<file path="config.mk">
export PLATFORM = sky130hd
export DESIGN_NAME = gray_threshold_binarizer_flat
export DESIGN_NICKNAME = d
export VERILOG_FILES = /design/src/rtl/gray_threshold_binarizer_pkg.sv /design/src/rtl/gray_threshold_binarizer_if.sv /design/src/rtl/gray_threshold_binarizer_seq_divider.sv /design/src/rtl/gray_threshold_binarizer.sv /design/src/flat_wrapper.sv
export SDC_FILE = /design/constraint.sdc
export NUM_CORES = 1
export LEC_CHECK = 0
export BUFFER_PORTS_ARGS = -buffer_cell sky130_fd_sc_hd__buf_4
export CAP_MARGIN = 30
export CORE_ASPECT_RATIO = 0.8
export CORE_MARGIN = 2
export CORE_UTILIZATION = 60
export DETAILED_ROUTE_END_ITERATION = 8
export PLACE_DENSITY = 0.84
export REMOVE_ABC_BUFFERS = 1
export SETUP_SLACK_MARGIN = 0.1
export SYNTH_ARGS = -nofsm -noshare
export SYNTH_HDL_FRONTEND = slang
export SYNTH_SLANG_ARGS = --single-unit
</file>
<file path="constraint.sdc">
create_clock -name clk -period 3.74 [get_ports clk]
set_input_delay 0.187 -clock clk [delete_from_list [all_inputs] [get_ports clk]]
set_output_delay 0.187 -clock clk [all_outputs]
set_load 0.005 [all_outputs]
</file>
<file path="src/rtl/gray_threshold_binarizer_pkg.sv">
// Shared definitions for the grayscale binarizer and the binary-to-RGB stage:
// frame geometry, binary pixel codes and the stream FSM state type.
package gray_threshold_binarizer_pkg;

    typedef logic [7:0] pixel_t;

    localparam int unsigned FRAME_W      = 10;
    localparam int unsigned FRAME_H      = 10;
    localparam int unsigned FRAME_PIXELS = FRAME_W * FRAME_H;

    localparam pixel_t BIN_ONE  = 8'hFF;
    localparam pixel_t BIN_ZERO = 8'h00;

    typedef enum logic {
        STREAM = 1'b0,
        DIVIDE = 1'b1
    } bin_state_t;

    // Clamp a wide unsigned value into an 8-bit pixel.
    function automatic pixel_t sat_u8(input logic [31:0] v);
        return (v > 32'd255) ? 8'hFF : v[7:0];
    endfunction

endpackage

</file>
<file path="src/rtl/gray_threshold_binarizer_if.sv">
// Pixel stream bundle: grayscale input handshake plus binary output
// handshake with frame markers. The block takes the slave view.
interface gray_threshold_binarizer_if;
    import gray_threshold_binarizer_pkg::*;

    pixel_t in_pixel;
    logic   in_valid;
    logic   in_ready;
    pixel_t out_pixel;
    logic   out_valid;
    logic   out_ready;
    logic   out_sof;
    logic   out_eof;

    modport master (
        output in_pixel, in_valid, out_ready,
        input  in_ready, out_pixel, out_valid, out_sof, out_eof
    );

    modport slave (
        input  in_pixel, in_valid, out_ready,
        output in_ready, out_pixel, out_valid, out_sof, out_eof
    );

endinterface

</file>
<file path="src/rtl/gray_threshold_binarizer_seq_divider.sv">
// Restoring divider, one quotient bit per cycle, DIVIDEND_W cycles per run.
// done and quotient are valid together during the final step so the caller
// can capture the result on the same edge the divider goes idle.
module seq_divider #(
    parameter int unsigned DIVIDEND_W = 15,
    parameter int unsigned DIVISOR_W  = 7
) (
    input  logic                  clk,
    input  logic                  rst_n,
    input  logic                  start,
    input  logic [DIVIDEND_W-1:0] dividend,
    input  logic [DIVISOR_W-1:0]  divisor,
    output logic                  done,
    output logic [DIVIDEND_W-1:0] quotient
);
    localparam int unsigned CNT_W = $clog2(DIVIDEND_W + 1);

    logic [DIVIDEND_W-1:0] quot_q;
    logic [DIVISOR_W-1:0]  rem_q;
    logic [DIVISOR_W-1:0]  dsr_q;
    logic [CNT_W-1:0]      cnt_q;
    logic                  run_q;

    logic [DIVISOR_W:0]    partial;
    logic [DIVISOR_W:0]    trial;
    logic                  fits;
    logic [DIVISOR_W-1:0]  rem_next;

    // One restoring step: shift in the next dividend bit, subtract if it fits.
    always_comb begin
        partial  = {rem_q, quot_q[DIVIDEND_W-1]};
        trial    = partial - {1'b0, dsr_q};
        fits     = (partial >= {1'b0, dsr_q});
        rem_next = DIVISOR_W'(fits ? trial : partial);
    end

    assign quotient = {quot_q[DIVIDEND_W-2:0], fits};
    assign done     = run_q && (cnt_q == CNT_W'(1));

    // Load operands on start, then iterate until the bit counter expires.
    always_ff @(posedge clk or negedge rst_n) begin
        if (!rst_n) begin
            quot_q <= '0;
            rem_q  <= '0;
            dsr_q  <= '0;
            cnt_q  <= '0;
            run_q  <= 1'b0;
        end else if (start && !run_q) begin
            quot_q <= dividend;
            rem_q  <= '0;
            dsr_q  <= divisor;
            cnt_q  <= CNT_W'(DIVIDEND_W);
            run_q  <= 1'b1;
        end else if (run_q) begin
            quot_q <= quotient;
            rem_q  <= rem_next;
            cnt_q  <= cnt_q - CNT_W'(1);
            if (cnt_q == CNT_W'(1)) begin
                run_q <= 1'b0;
            end
        end
    end

endmodule

</file>
<file path="src/rtl/gray_threshold_binarizer.sv">
// Streaming grayscale-to-binary stage. Threshold is static or the floor mean
// of the previous frame, computed by a sequential divider between frames.
module gray_threshold_binarizer
    import gray_threshold_binarizer_pkg::*;
#(
    parameter int unsigned WIDTH  = FRAME_W,
    parameter int unsigned HEIGHT = FRAME_H,
    parameter int unsigned SUM_W  = $clog2(WIDTH * HEIGHT * 255 + 1)
) (
    input  logic                          clk,
    input  logic                          rst_n,
    input  logic                          cfg_mode,
    input  pixel_t                        cfg_threshold,
    gray_threshold_binarizer_if.slave     bus,
    output pixel_t                        frame_mean,
    output logic                          busy
);
    localparam int unsigned PIXELS = WIDTH * HEIGHT;
    localparam int unsigned DIV_W  = $clog2(PIXELS + 1);
    localparam int unsigned COL_W  = $clog2(WIDTH + 1);
    localparam int unsigned ROW_W  = $clog2(HEIGHT + 1);
    localparam logic [COL_W-1:0] COL_LAST = COL_W'(WIDTH - 1);
    localparam logic [ROW_W-1:0] ROW_LAST = ROW_W'(HEIGHT - 1);

    bin_state_t       state;
    logic [COL_W-1:0] col;
    logic [ROW_W-1:0] row;
    logic [SUM_W-1:0] sum;
    pixel_t           thr;
    logic             mean_valid;
    pixel_t           mean_q;
    logic             busy_q;
    pixel_t           out_pixel_q;
    logic             out_valid_q;
    logic             out_sof_q;
    logic             out_eof_q;

    logic             accept;
    logic             first_px;
    logic             last_px;
    pixel_t           thr_frame;
    pixel_t           thr_use;
    logic [SUM_W-1:0] sum_next;
    logic             div_start;
    logic             div_done;
    logic [SUM_W-1:0] div_quot;

    assign first_px  = (col == '0) && (row == '0);
    assign last_px   = (col == COL_LAST) && (row == ROW_LAST);
    assign thr_frame = (cfg_mode && mean_valid) ? mean_q : cfg_threshold;
    // Pixel (0,0) compares against the value being latched on the same edge.
    assign thr_use   = first_px ? thr_frame : thr;
    assign sum_next  = sum + SUM_W'(bus.in_pixel);

    assign bus.in_ready = rst_n && (state == STREAM) && (!out_valid_q || bus.out_ready);
    assign accept       = bus.in_valid && bus.in_ready;
    // The dividend includes the final pixel, so start straight from sum_next.
    assign div_start    = accept && last_px;

    assign bus.out_pixel = out_pixel_q;
    assign bus.out_valid = out_valid_q;
    assign bus.out_sof   = out_sof_q;
    assign bus.out_eof   = out_eof_q;
    assign frame_mean    = mean_q;
    assign busy          = busy_q;

    seq_divider #(
        .DIVIDEND_W (SUM_W),
        .DIVISOR_W  (DIV_W)
    ) u_div (
        .clk      (clk),
        .rst_n    (rst_n),
        .start    (div_start),
        .dividend (sum_next),
        .divisor  (DIV_W'(PIXELS)),
        .done     (div_done),
        .quotient (div_quot)
    );

    // Output register, raster counters, accumulator and STREAM/DIVIDE control.
    always_ff @(posedge clk or negedge rst_n) begin
        if (!rst_n) begin
            state       <= STREAM;
            col         <= '0;
            row         <= '0;
            sum         <= '0;
            thr         <= '0;
            mean_valid  <= 1'b0;
            mean_q      <= '0;
            busy_q      <= 1'b0;
            out_pixel_q <= '0;
            out_valid_q <= 1'b0;
            out_sof_q   <= 1'b0;
            out_eof_q   <= 1'b0;
        end else begin
            if (accept) begin
                out_valid_q <= 1'b1;
                out_pixel_q <= (bus.in_pixel >= thr_use) ? BIN_ONE : BIN_ZERO;
                out_sof_q   <= first_px;
                out_eof_q   <= last_px;
            end else if (bus.out_ready) begin
                out_valid_q <= 1'b0;
            end

            case (state)
                STREAM: begin
                    if (accept) begin
                        sum <= sum_next;
                        if (first_px) begin
                            thr <= thr_frame;
                        end
                        if (last_px) begin
                            col    <= '0;
                            row    <= '0;
                            state  <= DIVIDE;
                            busy_q <= 1'b1;
                        end else if (col == COL_LAST) begin
                            col <= '0;
                            row <= row + ROW_W'(1);
                        end else begin
                            col <= col + COL_W'(1);
                        end
                    end
                end
                DIVIDE: begin
                    if (div_done) begin
                        mean_q     <= sat_u8(32'(div_quot));
                        mean_valid <= 1'b1;
                        sum        <= '0;
                        state      <= STREAM;
                        busy_q     <= 1'b0;
                    end
                end
                default: state <= STREAM;
            endcase
        end
    end

endmodule

</file>
<file path="src/flat_wrapper.sv">
// flat-port wrapper written by rule: the top's interface ports become plain ports
module gray_threshold_binarizer_flat import gray_threshold_binarizer_pkg::*;
#(
    parameter int unsigned WIDTH  = FRAME_W,
    parameter int unsigned HEIGHT = FRAME_H,
    parameter int unsigned SUM_W  = $clog2(WIDTH * HEIGHT * 255 + 1)
)
  (clk, rst_n, cfg_mode, cfg_threshold, frame_mean, busy, bus_in_pixel, bus_in_valid, bus_out_ready, bus_in_ready, bus_out_pixel, bus_out_valid, bus_out_sof, bus_out_eof);
  gray_threshold_binarizer_if bus_i ();
  input  logic clk;
  input  logic rst_n;
  input  logic cfg_mode;
  input  pixel_t cfg_threshold;
  output pixel_t frame_mean;
  output logic busy;
  input wire logic [$bits(bus_i.in_pixel)-1:0] bus_in_pixel;
  input wire logic [$bits(bus_i.in_valid)-1:0] bus_in_valid;
  input wire logic [$bits(bus_i.out_ready)-1:0] bus_out_ready;
  output wire logic [$bits(bus_i.in_ready)-1:0] bus_in_ready;
  output wire logic [$bits(bus_i.out_pixel)-1:0] bus_out_pixel;
  output wire logic [$bits(bus_i.out_valid)-1:0] bus_out_valid;
  output wire logic [$bits(bus_i.out_sof)-1:0] bus_out_sof;
  output wire logic [$bits(bus_i.out_eof)-1:0] bus_out_eof;
  assign bus_i.in_pixel = bus_in_pixel;
  assign bus_i.in_valid = bus_in_valid;
  assign bus_i.out_ready = bus_out_ready;
  assign bus_in_ready = bus_i.in_ready;
  assign bus_out_pixel = bus_i.out_pixel;
  assign bus_out_valid = bus_i.out_valid;
  assign bus_out_sof = bus_i.out_sof;
  assign bus_out_eof = bus_i.out_eof;
  gray_threshold_binarizer #(.WIDTH(WIDTH), .HEIGHT(HEIGHT), .SUM_W(SUM_W)) u_core (.clk(clk), .rst_n(rst_n), .cfg_mode(cfg_mode), .cfg_threshold(cfg_threshold), .bus(bus_i), .frame_mean(frame_mean), .busy(busy));
endmodule
</file>
---- After elaboration in Yosys (flattened, before gate mapping) ----
Cells that the tools add are included.
storage, ports and cells
  input port bits ......................... 21
  output and inout port bits .............. 21
  register bits after elaboration ......... 81
cells by class
  add/sub/neg operators ................... 5
  bitwise logic cells ..................... 1
  order comparisons ....................... 3
  equal/unequal tests ..................... 6
  reduce and logical (&&, ||, !) cells .... 22
  mux-type cells .......................... 31
operators with widths
  cell                 number
  $mux 15              4
  $mux 8               4
  $pmux 15 s2          1
  $mux 4               6
  $mux 7               3
  $add 15x8->15        1
  $gt 15x8->1 const B  1
  $mux 1               11
  $logic_and 1x1->1    9
  $add 4x1->4 const B  2
  $eq 4x4->1 const B   2
  $ge 8x7->1           1
  $ge 8x8->1           1
  $logic_not 4->1      2
  $sub 7x7->7          1
  $reduce_and 2->1     3
  $reduce_and 3->1     2
  $reduce_bool 2->1    3
  $eq 4x1->1 const B   1
  $ne 2x1->1 const B   2
  $pmux 1 s2           2
  $sub 4x1->4 const B  1
  $logic_not 1->1      2
  $ne 2x2->1 const B   1
  other kinds (2)      2

---- Longest topological paths before layout ----
  depth after elaboration ................. 7
  gate-level depth with buffers ........... 12
  mapped depth without buffers ............ 11

---- Modules after synthesis ----
From an unflattened synthesis, not the netlist that was laid out.
unflattened totals
  cells, all modules ...................... 519
  area total of the unflattened synthesis .. 4839.6 µm²
modules (own cells, without submodules)
  module                    cells each  sequential area each (µm²)  area each (µm²)  instances
  gray_threshold_binarizer  305         1151.1                      2800.2           1
  seq_divider               214         850.8                       2039.5           1

---- Worst setup path before layout ----
Ideal clock, no wire load.
  path kind ............................... register -> register
  from .................................... register u_core.row[0]
  to ...................................... register u_core.out_pixel_q[6], in the netlist u_core.bus.out_pixel[6]
  required time ........................... 3613 ps
  data arrival time ....................... 2068 ps
  buffers on the path ..................... 1
  setup time .............................. 127 ps
  stages on the path, launching flop included .. 12
  path slack .............................. 1545 ps
  cell sequence ........................... dfrtp_1 inv_1 ha_1 nand4_2 clkbuf_1 a21oi_1 ha_1 a21o_1 a21oi_1 o21ai_0 o211ai_1 a21oi_1
between the ends
  word-level cells in the longest chain between the ends .. 5
ends and longest elaborated chain
  item                    line                             source
  start, declared         gray_threshold_binarizer.sv:27   logic [ROW_W-1:0] row;
  start signal, assigned  gray_threshold_binarizer.sv:119  row <= row + ROW_W'(1);
  $logic_not 4->1         gray_threshold_binarizer.sv:48   assign first_px = (col == '0) && (row == '0);
  $logic_and 1x1->1       gray_threshold_binarizer.sv:48
  $mux 8                  gray_threshold_binarizer.sv:52   assign thr_use = first_px ? thr_frame : thr;
  $ge 8x8->1              gray_threshold_binarizer.sv:98   out_pixel_q <= (bus.in_pixel >= thr_use) ? BIN_ONE : BIN_ZERO;
  $mux 8                  gray_threshold_binarizer.sv:98
  end signal, assigned    gray_threshold_binarizer.sv:98
  end, declared           gray_threshold_binarizer.sv:33   pixel_t out_pixel_q;
No other way between the ends.
A chain may end at the register's enable or synchronous reset.

---- Worst setup path after layout ----
  from .................................... register u_core.col[1]
  to ...................................... register u_core.out_pixel_q[6], in the netlist u_core.bus.out_pixel[6]
between the ends
  word-level cells in the longest chain between the ends .. 5
ends and longest elaborated chain
  item                    line                             source
  start, declared         gray_threshold_binarizer.sv:26   logic [COL_W-1:0] col;
  start signal, assigned  gray_threshold_binarizer.sv:121  col <= col + COL_W'(1);
  $logic_not 4->1         gray_threshold_binarizer.sv:48
  $logic_and 1x1->1       gray_threshold_binarizer.sv:48
  $mux 8                  gray_threshold_binarizer.sv:52
  $ge 8x8->1              gray_threshold_binarizer.sv:98
  $mux 8                  gray_threshold_binarizer.sv:98
No other way between the ends.

==> reports/qor.csv <==
stage,metric,value,unit
clocking,post-CTS sizing,0,
synth,number of synthesized flops with an enable pin,0,
route,ANT nets after route,0,
sta,Fin Setup TNS,0,ps
worst_setup_path,CP most frequent cell,a21oi_1,
min_path,Min-Delay Path Class,primary input to async pin,
worst_setup_path,worst path cell trace,nor2_1 -> nand4_2 -> nor2_1 -> a21oi_1 -> ha_1 -> a21o_1 -> a21oi_1 -> o21ai_0 -> o211ai_1 -> a21oi_1,
sta,final worst-path cycle share,0.698,
synth,post-synthesis instance area,4390,µm²
clocking,"Clk pin slew, worst setup/hold paths",80,ps
sta,clock skew,10.1,ps
synth,synth top area cells,"dfrtp_1 (42%), ha_1 (7.1%), mux2i_1 (4.8%)",
die,Total Die Area,8020,µm²
synth,most common cell in the netlist,dfrtp_1,
global_route,largest net degree at the start of global routing,75,
cells_and_area,final core occ,0.695,
synth,Ys Warns,0,
cells_and_area,Final #Nets,527,
die,Die Y,80.5,µm
worst_setup_path,WP buf/inv,0,
placement,number of port buffers,41,
worst_setup_path,Worst Setup Start Kind,register,
clocking,clk_lat worst skew,360,ps
placement,Setup Slack @ Placement,1310,ps
synth,Yosys top cell by area,dfrtp_1,
die,Core ar.,6990,µm²
die,Die Wd,99.6,µm
route,DRT iter0 DRCs,237,
power_and_ir_drop,Tot Pwr,2.63,mW
route,DR pass1 iterations,5,
route,wire per inst,17.8,µm
global_route,global-route wire length before repair,17.1,mm
die,Starting Density,0.628,
sta,clock period minus worst slack,2610,ps
synth,sequential element share of the synthesized area,0.422,
sta,Peak Freq,0.383,GHz
power_and_ir_drop,peak supply drop,291,µV
route,Vias,3562,
global_route,vias in the first global route,3458,
power_and_ir_drop,Pwr Density,541,nW/µm²
cells_and_area,FILL cells,536,
die,# rows,27,
global_route,initial antenna violation count,0,
power_and_ir_drop,Leak,2.27,nW
worst_setup_path,CP max stage cell,dfrtp_1,
global_route,Tot GR Track Use,0.279,
sta,final worst slack,1130,ps
cells_and_area,area grow syn2layout,10.8,%
clocking,TritonCTS Buffers,9,
worst_setup_path,"CP delay by family, top",compound AO/OA/AOI/OAI gates,
synth,commonest cells in the netlist,"dfrtp_1 (74), nand2_1 (47), o21ai_0 (31)",
worst_setup_path,CP Class,register to register,
flow_run,max_cap viols,0,
route,vias per cell,6.23,
clocking,Setup Buffers After CTS,0,
synth,cell count after synthesis,451,
worst_setup_path,CP Max Fanout,17,
synth,ys async rst share,1.00,
worst_setup_path,Worst Path Arrival,2840,ps
global_route,total grt overflow,0,
clocking,CTS tree,yes,
clocking,H-tree depth,3,
worst_setup_path,Required @ worst endpoint,3970,ps
synth,syn_area_per_cell,9.73,µm²
sta,max_slew headroom,0.391,
synth,post-synthesis register bit count,74,
sta,final hold viol count,0,
route,final WL,10.2,mm
synth,top cell type's share of synthesized area,0.422,
clocking,Clock Sinks,74,
die,num ports,42,
clocking,hold-fix buffers at CTS,0,
sta,RSZ-0062 raised after global routing,false,
sta,Final setup viols,0,
clocking,Root Driver,clkbuf_8,
placement,Detail Placement HPWL,7.08,mm
cells_and_area,layout cell share with drive strength beyond 1,0.167,
synth,dominant synthesized flop cell,dfrtp_1,
worst_setup_path,Crit path largest cell delay,440,ps
sta,max-slew violation count,0,
synth,post-synthesis cell type count,67,
clocking,Clock Path Buffers,2,
cells_and_area,Antenna diodes,0,
placement,GP Congestion,0.879,
status,outcome,completed,
route,DRC viols,0,
sta,Worst Tran Pin Value,913,ps
worst_setup_path,CP endpoint kind,register,
==> logic make-up after synthesis <==
family,Yosys count,share of synthesized area
AND/OR/NAND/NOR,154,0.192
XOR/XNOR,14,0.0279
buffers and inverters,44,0.0542
flip-flops,74,0.422
AO/OA/AOI/OAI,116,0.176
adder cells (fa/ha/maj),26,0.0758
multiplexers,23,0.0530
==> cell usage in the layout (no fill, tap or decap), types with 3 or more instances in the layout <==
master	Yosys	layout
dfrtp_1	74	74
nand2_1	47	47
buf_4	9	44
o21ai_0	31	31
a21oi_1	27	27
nor2_1	26	26
ha_1	25	25
mux2i_1	21	21
inv_1	18	18
nand3_1	13	13
clkbuf_8	2	11
nor3_1	10	10
xnor2_1	9	9
o22a_1	8	8
nand2b_1	6	6
nor2b_1	6	6
o31ai_1	6	6
a21o_1	6	6
or3_1	5	5
nand3b_1	5	5
xor2_1	5	5
and3_1	4	4
nor4_1	4	4
o211ai_1	4	4
o21ai_1	4	4
nor3b_1	4	4
a22o_1	4	4
and2_1	3	3
nand4_1	3	3
a31oi_1	3	3
clkinv_2	0	3
==> final cells by class <==
| cell class | count | area (µm²) | share of cell area |
|---|---|---|---|
| Multi-Input combinational cell | 333 | 2300 | 0.473 |
| Sequential cell | 74 | 1850 | 0.381 |
| Inverter | 18 | 67.6 | 0.0139 |
| Timing Repair Buffer | 44 | 330 | 0.0679 |
| Clock inverter | 5 | 52.6 | 0.0108 |
| Tap cell | 87 | 109 | 0.0224 |
| Clock buffer | 11 | 151 | 0.0311 |
==> report_power, final <==
part	switching (mW)	total (mW)	internal, mW
clock	0.300	0.641	0.341
sequential	0.140	1.08	0.938
combinational	0.511	0.910	0.399
==> flip-flops by register name, indices dropped and copies added (netlist names) <==
signal,count
u_core.bus.out_valid,1
u_core.u_div.dsr_q,1
u_core.bus.out_sof,1
u_core.u_div.run_q,1
u_core.bus.out_eof,1
u_core.u_div.quot_q,15
u_core.frame_mean,8
u_core.thr,8
u_core.row,4
u_core.sum,15
u_core.col,4
u_core.busy,1
u_core.bus.out_pixel,1
u_core.u_div.rem_q,7
u_core.u_div.cnt_q,4
u_core.state,1
u_core.mean_valid,1
==> worst register-to-register path: stages, from the launching register on <==
cell	delay, ps
dfrtp_1	440
nor2_1	220
nand4_2	400
nor2_1	220
a21oi_1	60
ha_1	300
a21o_1	190
a21oi_1	210
o21ai_0	130
o211ai_1	220
a21oi_1	110
==> routing by layer <==
metal  share of wire  track usage
met3           0.067       0.0705
met2            0.46        0.431
met1            0.45        0.382
met5               0            0
met4           0.024        0.103
==> metrics by stage <==
step                cell area [µm²]  std cells  hold WS [ps]
CTS                            4860        572           114
global placement               4660        556           450
global route                   4860        572           143
finish                         4860        572          57.4
floorplan                      4220        425          -109
detailed placement             4660        556           459
==> path summary, 6_finish.rpt <==
check / start / endpoint / slack, ps / cells past startpoint
setup / recovery: u_core.col[1]$_DFFE_PN0P_ / u_core.bus.out_pixel[6]$_DFFE_PN0P_ / 1130 / 10
hold / removal: rst_n / u_core.thr[2]$_DFFE_PN0P_ / 60 / 2
setup reg to reg: u_core.col[1]$_DFFE_PN0P_ / u_core.bus.out_pixel[6]$_DFFE_PN0P_ / 1130 / 10
hold reg to reg: u_core.bus.out_sof$_DFFE_PN0P_ / u_core.bus.out_sof$_DFFE_PN0P_ / 470 / 2
max in group asynchronous: rst_n / u_core.col[1]$_DFFE_PN0P_ / 3060 / 2
min in group clk: cfg_threshold[4] / u_core.thr[4]$_DFFE_PN0P_ / 190 / 3
No activity file was read; power rests on OpenSTA's default activity.
